--- src/rtl/button_debouncer_pkg.sv ---
// debounce_pkg: shared definitions for the button debouncer.
//   - State encodings: bit[1] of the state is the debounced level, so db is
//     taken straight from a state flop with no decode logic.
//   - Default stability window and the counter-width helper.
package debounce_pkg;

    // 10 ms at 100 MHz.
    localparam int unsigned STABLE_CYCLES_DEFAULT = 1000000;

    typedef enum logic [1:0] {
        S_ZERO  = 2'b00,
        S_WAIT1 = 2'b01,
        S_ONE   = 2'b11,
        S_WAIT0 = 2'b10
    } db_state_e;

    // Counter must hold 0..n-1; keep at least one bit for n == 1.
    function automatic int unsigned cnt_width(input int unsigned n);
        return (n > 1) ? $clog2(n) : 1;
    endfunction

endpackage

--- src/rtl/button_debouncer_if.sv ---
// button_debouncer_if: raw button level in, debounced level out.
//   btn : raw asynchronous button level (driven by the master)
//   db  : debounced, registered level (driven by the debouncer)
interface button_debouncer_if;
    logic btn;
    logic db;

    modport master (output btn, input db);
    modport slave  (input btn, output db);
endinterface

--- src/rtl/button_debouncer_sync_2ff.sv ---
// sync_2ff: two-flop synchronizer for a single asynchronous input.
//   clk   : sampling clock
//   reset : synchronous, active-high; clears both flops to 0
//   d     : asynchronous input
//   q     : synchronized output (second flop)
module sync_2ff (
    input  logic clk,
    input  logic reset,
    input  logic d,
    output logic q
);

    logic sync0_q;
    logic sync1_q;

    always_ff @(posedge clk) begin
        if (reset) begin
            sync0_q <= 1'b0;
            sync1_q <= 1'b0;
        end else begin
            sync0_q <= d;
            sync1_q <= sync0_q;
        end
    end

    assign q = sync1_q;

endmodule

--- src/rtl/button_debouncer.sv ---
// button_debouncer: debounces one mechanical button into a level-stable db.
//   clk   : system clock, all state on the rising edge
//   reset : synchronous, active-high
//   bus   : slave side of button_debouncer_if (btn in, db out)
//
// db follows the synchronized button only after the new level has been seen
// on STABLE_CYCLES consecutive clocks after leaving the stable state; any
// return to the old level aborts and the next change starts again from 0.
//
//   state   | meaning
//   --------+------------------------------------------------
//   S_ZERO  | stable low, db=0
//   S_WAIT1 | input high, counting towards rise, db=0
//   S_ONE   | stable high, db=1
//   S_WAIT0 | input low, counting towards fall, db=1
module button_debouncer
    import debounce_pkg::*;
#(
    parameter  int unsigned STABLE_CYCLES = STABLE_CYCLES_DEFAULT,
    localparam int unsigned CNT_W         = cnt_width(STABLE_CYCLES)
) (
    input  logic               clk,
    input  logic               reset,
    button_debouncer_if.slave  bus
);

    localparam logic [CNT_W-1:0] CNT_LAST = CNT_W'(STABLE_CYCLES - 1);

    logic             sync1;
    db_state_e        state_q;
    logic [CNT_W-1:0] cnt_q;

    sync_2ff u_sync (
        .clk   (clk),
        .reset (reset),
        .d     (bus.btn),
        .q     (sync1)
    );

    always_ff @(posedge clk) begin
        if (reset) begin
            state_q <= S_ZERO;
            cnt_q   <= '0;
        end else begin
            case (state_q)
                S_ZERO: begin
                    if (sync1) begin
                        state_q <= S_WAIT1;
                        cnt_q   <= '0;
                    end
                end
                S_WAIT1: begin
                    if (!sync1) begin
                        state_q <= S_ZERO;
                        cnt_q   <= '0;
                    end else if (cnt_q == CNT_LAST) begin
                        state_q <= S_ONE;
                    end else begin
                        cnt_q <= cnt_q + 1'b1;
                    end
                end
                S_ONE: begin
                    if (!sync1) begin
                        state_q <= S_WAIT0;
                        cnt_q   <= '0;
                    end
                end
                S_WAIT0: begin
                    if (sync1) begin
                        state_q <= S_ONE;
                        cnt_q   <= '0;
                    end else if (cnt_q == CNT_LAST) begin
                        state_q <= S_ZERO;
                    end else begin
                        cnt_q <= cnt_q + 1'b1;
                    end
                end
                default: begin
                    state_q <= S_ZERO;
                    cnt_q   <= '0;
                end
            endcase
        end
    end

    // Encoding puts the debounced level in bit[1], so db is a plain flop output.
    assign bus.db = state_q[1];

endmodule

--- src/flat_wrapper.sv ---
// flat-port wrapper written by rule: the top's interface ports become plain ports
module button_debouncer_flat import debounce_pkg::*;
#(
    parameter  int unsigned STABLE_CYCLES = STABLE_CYCLES_DEFAULT,
    localparam int unsigned CNT_W         = cnt_width(STABLE_CYCLES)
)
  (clk, reset, bus_btn, bus_db);
  button_debouncer_if bus_i ();
  input  logic clk;
  input  logic reset;
  input wire logic [$bits(bus_i.btn)-1:0] bus_btn;
  output wire logic [$bits(bus_i.db)-1:0] bus_db;
  assign bus_i.btn = bus_btn;
  assign bus_db = bus_i.db;
  button_debouncer #(.STABLE_CYCLES(STABLE_CYCLES)) u_core (.clk(clk), .reset(reset), .bus(bus_i));
endmodule
--- config.mk ---
export PLATFORM = sky130hd
export DESIGN_NAME = button_debouncer_flat
export DESIGN_NICKNAME = d
export VERILOG_FILES = /design/src/rtl/button_debouncer_pkg.sv /design/src/rtl/button_debouncer_if.sv /design/src/rtl/button_debouncer_sync_2ff.sv /design/src/rtl/button_debouncer.sv /design/src/flat_wrapper.sv
export SDC_FILE = /design/constraint.sdc
export NUM_CORES = 1
export LEC_CHECK = 0
export CAP_MARGIN = 20
export CORE_MARGIN = 1
export CORE_UTILIZATION = 54
export DETAILED_ROUTE_END_ITERATION = 8
export GPL_TIMING_DRIVEN = 0
export PLACE_DENSITY = 0.74
export REMOVE_ABC_BUFFERS = 1
export SKIP_LAST_GASP = 1
export SYNTH_ARGS = -nofsm -noshare
export SYNTH_HDL_FRONTEND = slang
export SYNTH_HIERARCHICAL = 1
export SYNTH_SLANG_ARGS = --single-unit
--- constraint.sdc ---
create_clock -name clk -period 1.61 [get_ports clk]
set_input_delay 0.161 -clock clk [delete_from_list [all_inputs] [get_ports clk]]
set_output_delay 0.161 -clock clk [all_outputs]
set_load 0.02 [all_outputs]
=== Word-level counts from Yosys, hierarchy flattened ===
Cells that the tools add are included.

* Register bits after elaboration: 24
* Output and inout bits: 1

* Add/subtract/negate cells: 1
* Equal/unequal tests: 8
* Mux-type cells: 13
* Reductions and logical operators: 3

{| class="wikitable"
|+ Operator list
! kind !! number
|-
| 20-bit two-way mux || 5
|-
| 20-bit one-hot mux with 4 select lines || 1
|-
| 20-bit by 1-bit adder with 20-bit output, second input constant || 1
|-
| 20-bit == test, second input constant || 1
|-
| 2-bit two-way mux || 6
|-
| 2-bit one-hot mux with 4 select lines || 1
|-
| 3-bit by 2-bit != test with 1-bit output, second input constant || 2
|-
| 2-bit == test, second input constant || 2
|-
| 2-bit != test, second input constant || 2
|-
| 4-bit AND reduction || 1
|-
| 2-bit by 1-bit == test with 1-bit output, second input constant || 1
|-
| 2-bit logical NOT || 1
|-
| 2-bit AND reduction || 1
|}

=== Depth between registers and ports, before layout ===
Gate-level depths: netlist (run 1).

* Depth after elaboration: 4
* Gate-level depth with buffers: 8

=== Hierarchy ===
The synthesis (run 1) kept the hierarchy.

{| class="wikitable"
|+ By module, submodules not included
! module !! times used !! cells an instance !! area an instance (um2) !! seq. area each (um2)
|-
| button_debouncer || 1 || 147 || 1,313.8 || 440.4
|-
| sync_2ff || 1 || 4 || 52.6 || 40.0
|}

=== Worst setup path after synthesis (run 1) ===
OpenSTA, ideal clock, no wires.

* Path type: reg2reg
* Start point: register u_core.state_q[1]
* End point: register u_core.cnt_q[18]
* Library setup time: 70 ps
* Data arrival time: 1,810 ps
* Slack: -270 ps
* Cell stages (with the launch flop): 6
* Clock period less this slack: 1,880 ps
* Cell sequence: dfxtp_1 > inv_1 > ha_1 > mux2_1 > or4_1 > a21oi_1

* Word-level cells in the longest chain between the ends: 3
* Elaborated cells on any way between the ends: 8

{| class="wikitable"
|+ Ends and longest elaborated chain
! element !! RTL line !! text
|-
| start, declared || button_debouncer.sv:30 || <nowiki>db_state_e state_q;</nowiki>
|-
| start signal, assigned || button_debouncer.sv:42 || <nowiki>state_q <= S_ZERO;</nowiki>
|-
| start signal, assigned || button_debouncer.sv:48 || <nowiki>state_q <= S_WAIT1;</nowiki>
|-
| start signal, assigned || button_debouncer.sv:54 || <nowiki>state_q <= S_ZERO;</nowiki>
|-
| 2-bit == test / 2-bit logical NOT (equally long branches) || button_debouncer.sv:45 || <nowiki>case (state_q)</nowiki>
|-
| 2-bit != test (no line) || - ||
|-
| 2-bit AND reduction (no line) || - ||
|-
| end signal, assigned || button_debouncer.sv:59 || <nowiki>cnt_q <= cnt_q + 1'b1;</nowiki>
|-
| end signal, assigned || button_debouncer.sv:75 || <nowiki>cnt_q <= cnt_q + 1'b1;</nowiki>
|-
| end, declared || button_debouncer.sv:31 || <nowiki>logic [CNT_W-1:0] cnt_q;</nowiki>
|}

Several ways; a longest one is shown, not always the timed one.
A chain may end at the register's enable or synchronous reset.

=== Worst setup path in the final report (run 1) ===
* Start point: register u_core.state_q[1]
* End point: register u_core.cnt_q[15]

Same word-level chain as after synthesis.

==> results of run 1 <==
==> final timing paths <==
path                                               to  slack (ps)                  start
worst max-delay path                 u_core/cnt_q[15]        -220      u_core/state_q[1]
worst min-delay path            u_core/u_sync/sync0_q         370                bus_btn
worst max register to register       u_core/cnt_q[15]        -220      u_core/state_q[1]
worst min register to register        u_core/u_sync/q         450  u_core/u_sync/sync0_q
==> cells in the mapped netlist (3+ instances only) <==
| library cell | count |
|---|---|
| xor2_1 | 8 |
| nand3_1 | 6 |
| dfxtp_1 | 24 |
| ha_1 | 6 |
| nor3_1 | 5 |
| o21ai_0 | 4 |
| nor2b_1 | 3 |
| xnor2_1 | 4 |
| a21oi_1 | 8 |
| nor2_1 | 21 |
| nand2_1 | 9 |
| nand4_1 | 5 |
| inv_1 | 3 |
| and4_1 | 3 |
| or4_1 | 4 |
==> per-stage QoR <==
stage	utilization	hold slack, ps	power (mW)	worst slack, ps
floorplan	-	230.1	0.7170	-517.3
global placement	0.6084	420.2	0.7483	-810.1
CTS	0.7446	369.8	1.255	-61.06
global route	0.7919	372.2	1.328	-232.3
finish	0.7919	370.9	1.288	-219.0
detailed placement	0.6084	425.2	0.7526	-841.7
==> registers in the layout, indices dropped and copies added, names as in the netlist <==
name,cells
u_core/state_q,2
u_core/cnt_q,20
u_core/u_sync/sync0_q,1
u_core/u_sync/q,1
==> metal layers <==
layer / up-vias / share of wire / wire length, µm / GRT usage
li1: 610 / - / - / -
met4: 0 / 0.041 / 154 / 0.1491
met1: 628 / 0.41 / 1530 / 0.3221
met5: - / 0 / 0 / 0
met3: 14 / 0.056 / 213 / 0.03188
met2: 42 / 0.50 / 1877 / 0.4494
==> area by class of cell <==
| cell class | instances | share of cell area |
|---|---|---|
| clock buffers | 3 | 0.01238 |
| well taps | 28 | 0.01926 |
| inverters | 4 | 0.01719 |
| clock inverters | 1 | 0.01651 |
| flip-flops and latches | 24 | 0.2902 |
| repair buffers | 26 | 0.1176 |
| multi-input cells | 119 | 0.5268 |
==> kinds of logic after synthesis <==
logic type               synth area share
adder cells (fa/ha/maj)           0.05494
multiplexers                      0.03388
flip-flops                         0.3516
AND/OR/NAND/NOR                    0.3187
AO/OA/AOI/OAI                      0.1181
buffers and inverters             0.04578
XOR/XNOR                          0.07692
==> timing repair <==
action                                  in CTS  in global routing
pin swaps                                   12                 10
setup buffers                               17                  6
resized for setup                           45                 17
endpoints found under the setup margin      22                 22
gates cloned                                 1                  0
==> power groups by stage <==
stage / logic [mW] / clock network, mW / registers [mW]
after CTS: 0.188 / 0.451 / 0.616
after floorplan: 0.0875 / 0 / 0.630
after detailed placement: 0.120 / 0 / 0.633
final: 0.230 / 0.444 / 0.614
after global routing: 0.244 / 0.468 / 0.616
after global placement: 0.116 / 0 / 0.632
==> placed cells by master, fill, tap and decap left out, types with 2 or more instances in the layout <==
| cell type | count |
|---|---|
| o21ai_1 | 2 |
| a21oi_1 | 6 |
| buf_6 | 3 |
| dfxtp_4 | 10 |
| nor3_1 | 4 |
| a31oi_1 | 2 |
| inv_2 | 2 |
| or4_4 | 2 |
| o2111ai_1 | 2 |
| xor2_1 | 8 |
| buf_4 | 20 |
| nor2b_1 | 2 |
| nor4_2 | 2 |
| xnor2_1 | 4 |
| clkbuf_4 | 3 |
| nand3_1 | 6 |
| mux2_4 | 2 |
| a21oi_2 | 2 |
| and4_1 | 3 |
| o21ai_0 | 4 |
| clkdlybuf4s50_1 | 3 |
| nor4b_4 | 2 |
| nand4_1 | 5 |
| o211ai_1 | 2 |
| ha_1 | 3 |
| nand2_1 | 9 |
| nor2_1 | 20 |
| dfxtp_2 | 8 |
| ha_4 | 2 |
| or4_1 | 2 |
| dfxtp_1 | 6 |
==> worst max-delay path, delay by kind of cell (launching register included) <==
kind / cells / cell delay [ps]
xor+xnor: 1 / 270
fa+ha+maj: 1 / 170
buf+inv: 3 / 350
flops: 1 / 420
mux: 1 / 300
simple gates: 2 / 210
==> flow_metrics.env, run 1 <==
export IMPL_status="finished with violations"
export IMPL_violations="setup timing"
export IMPL_worstHoldPathCells=2
export IMPL_multi_input_area_um2=958.4
export IMPL_fmax_mhz=546.8
export IMPL_hpwl_um=1880
export IMPL_synth_area_leaders="dfxtp_1 (35%), nor2_1 (5.8%), ha_1 (5.5%)"
export IMPL_ioPinCount=4
export IMPL_clock_latency_ps=320
export IMPL_fp_coreArea_um2=2297
export IMPL_cp_slowest_cell="dfxtp_4"
export IMPL_dpl_cell_area_um2=1398
export IMPL_hold_buffers=0
export IMPL_via_per_inst=6.312
export IMPL_final_cells=205
export IMPL_setup_tns_ps=-1332
export IMPL_ant_nets=0
export IMPL_critPathCaptureType="register"
export IMPL_crit_type="register to register"
export IMPL_route_vias_total=1294
export IMPL_start_util=0.5948
export IMPL_fillers=142
export IMPL_drc=0
export IMPL_synthCells=151
export IMPL_synth_edf_count=0
export IMPL_path_cells="inv_4 -> ha_4 -> mux2i_4 -> buf_4 -> buf_6 -> nand3_1 -> xor2_1 -> nor2_1"
export IMPL_wl_per_cell_um=18.42
export IMPL_clkPwrFrac=0.345
export IMPL_slew_headroom=0.6833
export IMPL_syn_area_um2=1366
export IMPL_combPwrFrac=0.179
export IMPL_postRouteWirelength_um=3776
export IMPL_hp_class="input port to register"
export IMPL_setup_ws_ps=-219.0
export IMPL_area_growth_syn_to_layout_pct=33.15
export IMPL_worst_path_largest_cell_delay_ps=420
export IMPL_ys_seq_elements=24
export IMPL_min_period_over_period=1.136
export IMPL_final_cell_area_um2=1819
export IMPL_routabilityCongestion=0.7940
export IMPL_die_h_um=52.30
export IMPL_yosysWarnings=6
export IMPL_drtPass1Iterations=5
export IMPL_drive_above_1_share=0.4237
export IMPL_synth_largest_area_cell="dfxtp_1"
export IMPL_worstPathMaxFanout=6
export IMPL_fp_dieW_um=52.30
export IMPL_power_ir_vdd_worst_mv=0.5804
export IMPL_slew_viol_final=0
export IMPL_drt_iter0_markers=33
export IMPL_port_buffers=3
export IMPL_crit_path_start_kind="register"
export IMPL_clock_sinks=24
export IMPL_grt_antenna_before_repair=0
export IMPL_cp_arrival_ps=2060
export IMPL_setup_viol=16
export IMPL_power_switching_mw=0.3334
export IMPL_avgSynthCellArea_um2=9.048
export IMPL_grt_pass1_vias=1166
export IMPL_root_buffer="clkbuf_4"
export IMPL_yosysSeqAreaShare=0.3516
export IMPL_grt_pass1_wl_um=5257
export IMPL_drv_cap=0
export IMPL_clock_skew_ps=6.166
export IMPL_cts_buffers=3
export IMPL_fin_nets=187
export IMPL_grt_max_degree=17
export IMPL_ys_flop_type="dfxtp_1"
export IMPL_path_clk_slew_ps=140
export IMPL_swShare=0.2587
export IMPL_die_area_um2=2735
export IMPL_reg2reg_depth=8
export IMPL_htree_levels=1
export IMPL_cellInternalPower_mw=0.9550
export IMPL_finalHoldViolations=0
export IMPL_regArea_um2=528.0
export IMPL_synth_cell_types=46
export IMPL_dp_cells=177
export IMPL_worstMarginPinSlew_ps=473.5
export IMPL_rows=17
export IMPL_p_per_area_nw_per_um2=708.2
export IMPL_gr_total_overflow=0
export IMPL_track_usage=0.2659
export IMPL_netlist_area_leader_share=0.3516
export IMPL_rsz0062_at_grt="true"
export IMPL_leakage_nw=0.6921
export IMPL_min_period_ps=1829
export IMPL_cts_tree="done"
export IMPL_synth_async_reset_ratio=0
export IMPL_pwr_share_seq=0.477
export IMPL_cts_max_path_buffers=2
export IMPL_worst_ep_required_time_ps=1840
export IMPL_diodes=0
No activity file was read; power rests on OpenSTA's default activity.
==> run 2, diff against run 1 <==
--- a/config.mk
+++ b/config.mk
@@ -12,6 +12,7 @@
 export GPL_TIMING_DRIVEN = 0
 export PLACE_DENSITY = 0.74
 export REMOVE_ABC_BUFFERS = 1
+export SKIP_CTS_REPAIR_TIMING = 1
 export SKIP_LAST_GASP = 1
 export SYNTH_ARGS = -nofsm -noshare
 export SYNTH_HDL_FRONTEND = slang
==> flow_metrics.env, run 2 (synthesis gave the netlist of run 1 again) <==
export IMPL_place_ws_ps=-841.7
export IMPL_cts_tree="done"
export IMPL_fmax_mhz=554.5
export IMPL_die_area_um2=2735
export IMPL_worstMarginPinSlew_ps=464.7
export IMPL_port_buffers=3
export IMPL_die_h_um=52.30
export IMPL_drt_iter0_markers=30
export IMPL_path_cells="inv_4 -> ha_4 -> mux2i_4 -> o211ai_1 -> or3_1 -> a21oi_1"
export IMPL_critPathCaptureType="register"
export IMPL_dp_cells=177
export IMPL_start_util=0.5948
export IMPL_fin_nets=182
export IMPL_cp_slowest_cell="dfxtp_4"
export IMPL_rows=17
export IMPL_drc=0
export IMPL_postRouteWirelength_um=3371
export IMPL_cts_max_path_buffers=2
export IMPL_track_usage=0.2230
export IMPL_cts_buffers=3
export IMPL_drive_above_1_share=0.3837
export IMPL_fp_coreArea_um2=2297
export IMPL_final_cells=200
export IMPL_critPathTopFamily="flip-flops"
export IMPL_p_per_area_nw_per_um2=737.1
export IMPL_finalHoldViolations=0
export IMPL_drtPass1Iterations=4
export IMPL_violations="setup timing"
export IMPL_fillers=151
export IMPL_crit_path_start_kind="register"
export IMPL_routabilityCongestion=0.7940
export IMPL_ant_nets=0
export IMPL_wl_per_cell_um=16.86
export IMPL_status="finished with violations"
export IMPL_regArea_um2=513.0
export IMPL_crit_type="register to register"
export IMPL_path_clk_slew_ps=140
export IMPL_worst_ep_required_time_ps=1870
export IMPL_regMostFlops="u_core/cnt_q"
export IMPL_ioPinCount=4
export IMPL_multi_input_area_um2=967.2
export IMPL_leakage_nw=0.6469
export IMPL_via_per_inst=6.255
export IMPL_min_period_ps=1803
export IMPL_clock_skew_ps=12.72
export IMPL_area_growth_syn_to_layout_pct=29.49
export IMPL_final_common_cell="nor2_1"
export IMPL_grt_max_degree=18
export IMPL_grt_pass1_vias=1021
export IMPL_grt_pass1_wl_um=4526
export IMPL_gr_total_overflow=0
export IMPL_setup_ws_ps=-193.5
export IMPL_htree_levels=1
export IMPL_largest_register_ffs=20
export IMPL_clock_sinks=24
export IMPL_clock_latency_ps=320
export IMPL_hp_class="input port to register"
export IMPL_drv_cap=0
export IMPL_worstPathMaxFanout=7
export IMPL_power_ir_vdd_worst_mv=0.5988
export IMPL_setup_viol=17
export IMPL_reg_top3="u_core/cnt_q: 20 flops, u_core/state_q: 2 flops"
export IMPL_min_period_over_period=1.120
export IMPL_slew_viol_final=0
export IMPL_fp_dieW_um=52.30
export IMPL_rsz0062_at_grt="true"
export IMPL_route_vias_total=1251
export IMPL_cp_buffers_inverters=1
export IMPL_grt_antenna_before_repair=0
export IMPL_root_buffer="clkbuf_4"
export IMPL_diodes=0
export IMPL_slew_headroom=0.6892
export IMPL_worst_path_largest_cell_delay_ps=420
export IMPL_layout_common_cells="nor2_1 (21), buf_4 (18), dfxtp_1 (10), nand2_1 (9)"
export IMPL_cp_arrival_ps=2060
export IMPL_hpwl_um=1880
==> run 2: changes by cell type in the layout (fill, tap and decap cells not counted), sizes merged <==
cell | before | now
buf | 23 | 18
==> run 2: power breakdown <==
| group | total, mW | switching (mW) | internal, mW |
|---|---|---|---|
| clock | 0.442 | 0.190 | 0.252 |
| combinational | 0.240 | 0.121 | 0.119 |
| sequential | 0.622 | 0.0193 | 0.603 |
==> run 2: worst register-to-register path, stage by stage, from the launching register on <==
cell	delay, ps
dfxtp_4	420
inv_4	60
ha_4	170
mux2i_4	340
o211ai_1	250
or3_1	390
a21oi_1	120
==> run 2: cell type report <==
| class | count | area share |
|---|---|---|
| clock buffers | 3 | 0.01273 |
| clock inverters | 1 | 0.01697 |
| inverters | 4 | 0.02051 |
| multi-input cells | 119 | 0.5467 |
| flip-flops and latches | 24 | 0.2900 |
| well taps | 28 | 0.01980 |
| repair buffers | 21 | 0.09335 |
==> run 2: path summary, 6_finish.rpt <==
path         depth (start not counted)                     to             startpoint  slack (ps)
min reg2reg                          1        u_core/u_sync/q  u_core/u_sync/sync0_q         450
min                                  2  u_core/u_sync/sync0_q                bus_btn         370
max                                  6       u_core/cnt_q[13]      u_core/state_q[1]        -190
max reg2reg                          6       u_core/cnt_q[13]      u_core/state_q[1]        -190
==> run 2: metal layers <==
layer	vias to the layer above	share of wire	global-route usage
met1	600	0.43	0.2816
met3	7	0.047	0.02609
li1	600	-	-
met5	-	0	0
met4	0	0.020	0.1184
met2	44	0.51	0.3671
==> run 2: stage by stage <==
step           cell area, µm²  TNS [ps]  total power, mW  hold WS, ps    util
6_report                 1769     -1750            1.304        369.6  0.7702
5_1_grt                  1769     -2985            1.356        363.4  0.7702
4_1_cts                  1450    -14700            1.191        369.4  0.6313
3_5_place_dp             1398    -13640           0.7526        425.2  0.6084
3_3_place_gp             1398    -13170           0.7483        420.2  0.6084
2_1_floorplan            1333     -8190           0.7170        230.1       -
==> edit 1: new RTL, settings of run 2 <==
`STABLE_CYCLES_DEFAULT`: 1000000 -> 500000.
--- a/src/rtl/button_debouncer_pkg.sv
+++ b/src/rtl/button_debouncer_pkg.sv
@@ -5,7 +5,7 @@
 package debounce_pkg;
 
     // 10 ms at 100 MHz.
-    localparam int unsigned STABLE_CYCLES_DEFAULT = 1000000;
+    localparam int unsigned STABLE_CYCLES_DEFAULT = 500000;
 
     typedef enum logic [1:0] {
         S_ZERO  = 2'b00,
Formal check against the unedited RTL: same outputs for any inputs over 10 cycles, from zero or initial values and one cycle with reset high; that may be too few to reach the edited logic, so the function may still have changed.
==> edit 1 against run 2 <==
  * The run still ends with setup timing left
  * Non-clock buffer count is 6 lower
  * Power fell by 12%
  * Clock power is 37% lower
  * Highest routed layer unchanged
  * Area after synthesis up 0.27%
  * Sequential cell count down 1
  * Fmax is 0.19% higher
  * Wire length down 6.3%
  * Final area decreased by 8.4%
  * Largest power group unchanged
  * Setup slack gained 3.4 ps
  * Global-route usage grew 0.55 points
  * Core utilization fell by 6.5 points
==> edit 1: results (changes against run 2) <==
| Metric | Value | Unit | Delta |
|---|---|---|---|
| Result of the run | complete, but fails checks | - |  |
| Failing checks | setup timing | - |  |
| Total via count after detailed routing | 1279 | - | +2.2% |
| Post-synthesis share of cell area spent on full adders, half adders and majority gates | 0.0457 | - | -0.00928 |
| Overall track demand over capacity in global routing | 0.228 | - | +0.00545 |
| Global Route met2 Usage | 0.382 | - | +0.0148 |
| Pin slew with the least headroom to its limit | 419 | ps | -46.0 ps |
| Buffers outside the clock class | 15 | - | -29% |
| Weighted congestion reported at the end of routability-driven placement | 0.787 | - | -0.91% |
| Final instance area | 0.00162 | mm^2 | -8.4% |
| Multiplexer share of the synthesized area | 0.0685 | - | +0.0346 |
| XOR/XNOR Fraction of Synth Area | 0.0256 | - | -0.0514 |
| Sequential cell area | 473 | um^2 | -7.8% |
| Synthesis Warnings | 6 | - | unchanged |
| Power in the clock group | 0.000279 | W | -37% |
| Mean number of vias per cell | 6.30 | - | +0.73% |
| Number of filler instances in the final layout | 179 | - | +19% |
| Netlist cell types | 41 | - | -11% |
| Sum of routed wire length over all layers | 3.16 | mm | -6.3% |
| Detailed router's first-iteration violation count | 41 | - | +37% |
| Total setup violations reported at the end of the flow | 20 | - | +3 |
| Clk_buf instances | 4 | - | +1 |
| Layout non-clock buf frac | 0.0819 | - | -0.0115 |
| Wire length on met2 | 1.57 | mm | -8.1% |
| Layout net count | 184 | - | +1.1% |
| Fraction of met3 tracks used by global routing | 0.0609 | - | +0.0348 |
| Multi-In Gates | 126 | - | +5.9% |
| Met3 Routed Length | 82 | um | -49% |
| CTS Sinks | 23 | - | -4.2% |
| Total cell area at the placement stage | 0.00140 | mm^2 | about the same |
| Detailed-placement wirelength estimate | 1.98 | mm | +5.4% |
| Per-instance average area after synthesis | 8.41 | um^2 | -7.1% |
| Global-route wire length before repair | 4.60 | mm | +1.5% |
| Maximum net fanout on the critical path | 4 | - | -3 |
| Clock tree cell share of total cell area | 0.0162 | - | -0.0135 |
| Clock power frac | 0.242 | - | -0.097 |
| Detailed-routing wirelength on met1 | 1.47 | mm | +2.8% |
| Commonest cells post-synth | sky130_fd_sc_hd__dfxtp_1 (23), sky130_fd_sc_hd__a21oi_1 (14), sky130_fd_sc_hd__nand3_1 (11), sky130_fd_sc_hd__nand2_1 (8), sky130_fd_sc_hd__o21ai_0 (8) | - |  |
| Worst vdd ir | 0.000615 | V | +2.8% |
| Multi-input logic area | 922 | um^2 | -4.7% |
| Critical path's top delay family | compound AO/OA/AOI/OAI gates | - |  |
| Final worst slack | -190 | ps | +3.41 ps |
| Seq pwr | 0.000603 | W | -3% |
| Number of cells after detailed placement | 187 | - | +5.6% |
| Largest registers | u_core/cnt_q x19, u_core/state_q x2 | - |  |
| Complex-gate fraction of the synthesized area | 0.155 | - | +0.0371 |
| Fraction of layout cells with a size suffix above 1 | 0.223 | - | -0.161 |
edit 1: changes by cell type after synthesis, sizes merged, moves of 5 or more:
cell,delta
a21oi,+6
mux2i,+5
nand3b,+6
nor2,-13
edit 1: final timing paths:
| path | slack, ps | cells after the start | start | endpoint |
|---|---|---|---|---|
| setup / recovery | -190 | 6 | u_core/state_q[1] | u_core/cnt_q[18] |
| hold / removal | 380 | 2 | bus_btn | u_core/u_sync/sync0_q |
| setup reg to reg | -190 | 6 | u_core/state_q[1] | u_core/cnt_q[18] |
| hold reg to reg | 440 | 1 | u_core/u_sync/sync0_q | u_core/u_sync/q |
edit 1: metrics by stage:
| step | setup WS (ps) | TNS (ps) |
|---|---|---|
| floorplan | -588 | -9100 |
| global placement | -929 | -13350 |
| detailed placement | -967 | -14370 |
| CTS | -1000 | -15180 |
| global route | -247 | -3080 |
| finish | -190 | -1630 |
==> edit 2: new RTL, config.mk and constraints of run 2 <==
Made on the original files. Reset style: asynchronous (`reset`), changed in 2 clocked blocks.
--- a/src/rtl/button_debouncer_sync_2ff.sv
+++ b/src/rtl/button_debouncer_sync_2ff.sv
@@ -13,7 +13,7 @@
     logic sync0_q;
     logic sync1_q;
 
-    always_ff @(posedge clk) begin
+    always_ff @(posedge clk or posedge reset) begin
         if (reset) begin
             sync0_q <= 1'b0;
             sync1_q <= 1'b0;
--- a/src/rtl/button_debouncer.sv
+++ b/src/rtl/button_debouncer.sv
@@ -37,7 +37,7 @@
         .q     (sync1)
     );
 
-    always_ff @(posedge clk) begin
+    always_ff @(posedge clk or posedge reset) begin
         if (reset) begin
             state_q <= S_ZERO;
             cnt_q   <= '0;
Function: no difference found for any inputs over 10 cycles, from zero or initial values and one cycle with reset high; that may be too few to reach the edited logic, so the function may still have changed.
==> edit 2 against run 2 <==
  * The flow still finishes with violations (setup timing)
  * Sequential cell count unchanged
  * Sequential share of layout area up 0.56 points
  * Wire length up 40%
  * Core utilization up 3.0 points
  * Synthesized cell count up 7.3%
  * Area after synthesis up 11%
  * Setup slack worse by 200 ps
  * Highest routed layer unchanged
  * Hold slack worse by 370 ps
  * Global-route usage up 1.5 points
  * Clock skew down 2.8 ps
  * Final area up 16%
Power is not compared: it rests on default switching activity, and its combinational part moved more than twofold at a synthesized area within 25%.
==> edit 2: results (changes against run 2) <==
| Metric | Value | Unit | Delta |
|---|---|---|---|
| Total setup violations reported at the end of the flow | 22 | - | +5 |
| Maximum net fanout on the critical path | 5 | - | -2 |
| Global-route wire length before repair | 5.10 | mm | +13% |
| Detailed-placement wirelength estimate | 2.15 | mm | +14% |
| Layout net count | 203 | - | +12% |
| Detailed router's first-iteration violation count | 78 | - | +160% |
| FF-to-FF End | u_core/state_q[1] | - |  |
| Worst-case clock skew | 9.95 | ps | -2.76 ps |
| Worst reg2reg path depth | 5 | - | -1 |
| Failing checks | setup timing | - |  |
| Number of cells after detailed placement | 187 | - | +5.6% |
| Startpoint of the most critical register-to-register path | u_core/cnt_q[12] | - |  |
| Async set or reset register ratio after synthesis | 1.00 | - | +1.00 |
| Netlist cell types | 43 | - | -6.5% |
| Final worst slack | -390 | ps | -197 ps |
| Mean number of vias per cell | 6.80 | - | +8.7% |
| Fraction of layout cells with a size suffix above 1 | 0.389 | - | +0.00488 |
| Final Non-Filler Cells | 223 | - | +12% |
| Weighted congestion reported at the end of routability-driven placement | 0.844 | - | +6.3% |
| Number of global-route vias before repair | 1153 | - | +13% |
| Result of the run | complete, but fails checks | - |  |
| Data arrival time of the critical path | 2220 | ps | +160 ps |
| Portion of the post-synthesis area used by sequential elements | 0.396 | - | +0.0444 |
| Worst min-delay path category | in2async | - |  |
| WHS | 3.94 | ps | -366 ps |
==> edit 2: cells by family after synthesis <==
logic type | count (synthesis) | share of synthesized area
multiplexers | 12 | 0.0842
flip-flops | 24 | 0.396
adder cells (fa/ha/maj) | 6 | 0.0495
XOR/XNOR | 4 | 0.0231
AND/OR/NAND/NOR | 77 | 0.290
buffers and inverters | 14 | 0.0396
AO/OA/AOI/OAI | 25 | 0.118
==> edit 2: area by class of cell <==
type | count | area (um^2)
Fill cell | 152 | 514
Multi-Input combinational cell | 125 | 1030
Sequential cell | 24 | 607
Timing Repair Buffer | 34 | 303
Clock buffer | 3 | 22.5
Inverter | 6 | 22.5
Tap cell | 30 | 37.5
Clock inverter | 1 | 30.0
==> edit 2: stage by stage <==
stage	total power (W)	instance area [um^2]	setup WS, ps	setup TNS, ps	utilization
3_3_place_gp	0.00139	1550	-1020	-13680	0.602
4_1_cts	0.00187	1600	-1160	-16470	0.623
6_report	0.00270	2050	-390	-4860	0.800
3_5_place_dp	0.00142	1550	-1110	-15630	0.602
5_1_grt	0.00284	2050	-427	-6150	0.800
2_1_floorplan	0.00124	1480	-758	-9790	-
==> edit 2: worst max-delay path by stage <==
stage	startpoint	end	slack (ps)	depth (start not counted)
after floorplan	u_core/state_q[1]	u_core/cnt_q[17]	-760	6
after global placement	u_core/state_q[1]	u_core/cnt_q[17]	-1020	6
after detailed placement	u_core/state_q[1]	u_core/cnt_q[17]	-1110	6
after CTS	u_core/state_q[1]	u_core/cnt_q[17]	-1160	6
after global routing	u_core/cnt_q[12]	u_core/state_q[1]	-430	5
final	u_core/cnt_q[12]	u_core/state_q[1]	-390	5
==> edit 2: power groups by stage <==
stage                     Combinational [W]  Sequential [W]  Clock [W]
after detailed placement           0.000726        0.000699          0
after CTS                          0.000730        0.000687   0.000453
final                               0.00156        0.000692   0.000444
after global routing                0.00167        0.000697   0.000475
after floorplan                    0.000543        0.000698          0
after global placement             0.000693        0.000692          0
==> edit 2: critical path: stages (launching register included) <==
cell                      delay [ps]
sky130_fd_sc_hd__dfrtp_2         450
sky130_fd_sc_hd__or4b_4          560
sky130_fd_sc_hd__nor4_4          280
sky130_fd_sc_hd__buf_6           190
sky130_fd_sc_hd__a31oi_4         100
sky130_fd_sc_hd__mux2_4          320
==> edit 2: per-layer routing <==
layer  wire [um]  GRT usage
met1        1800      0.311
met2        2410      0.386
met3         355     0.0519
met4         160     0.0833
met5           0          0
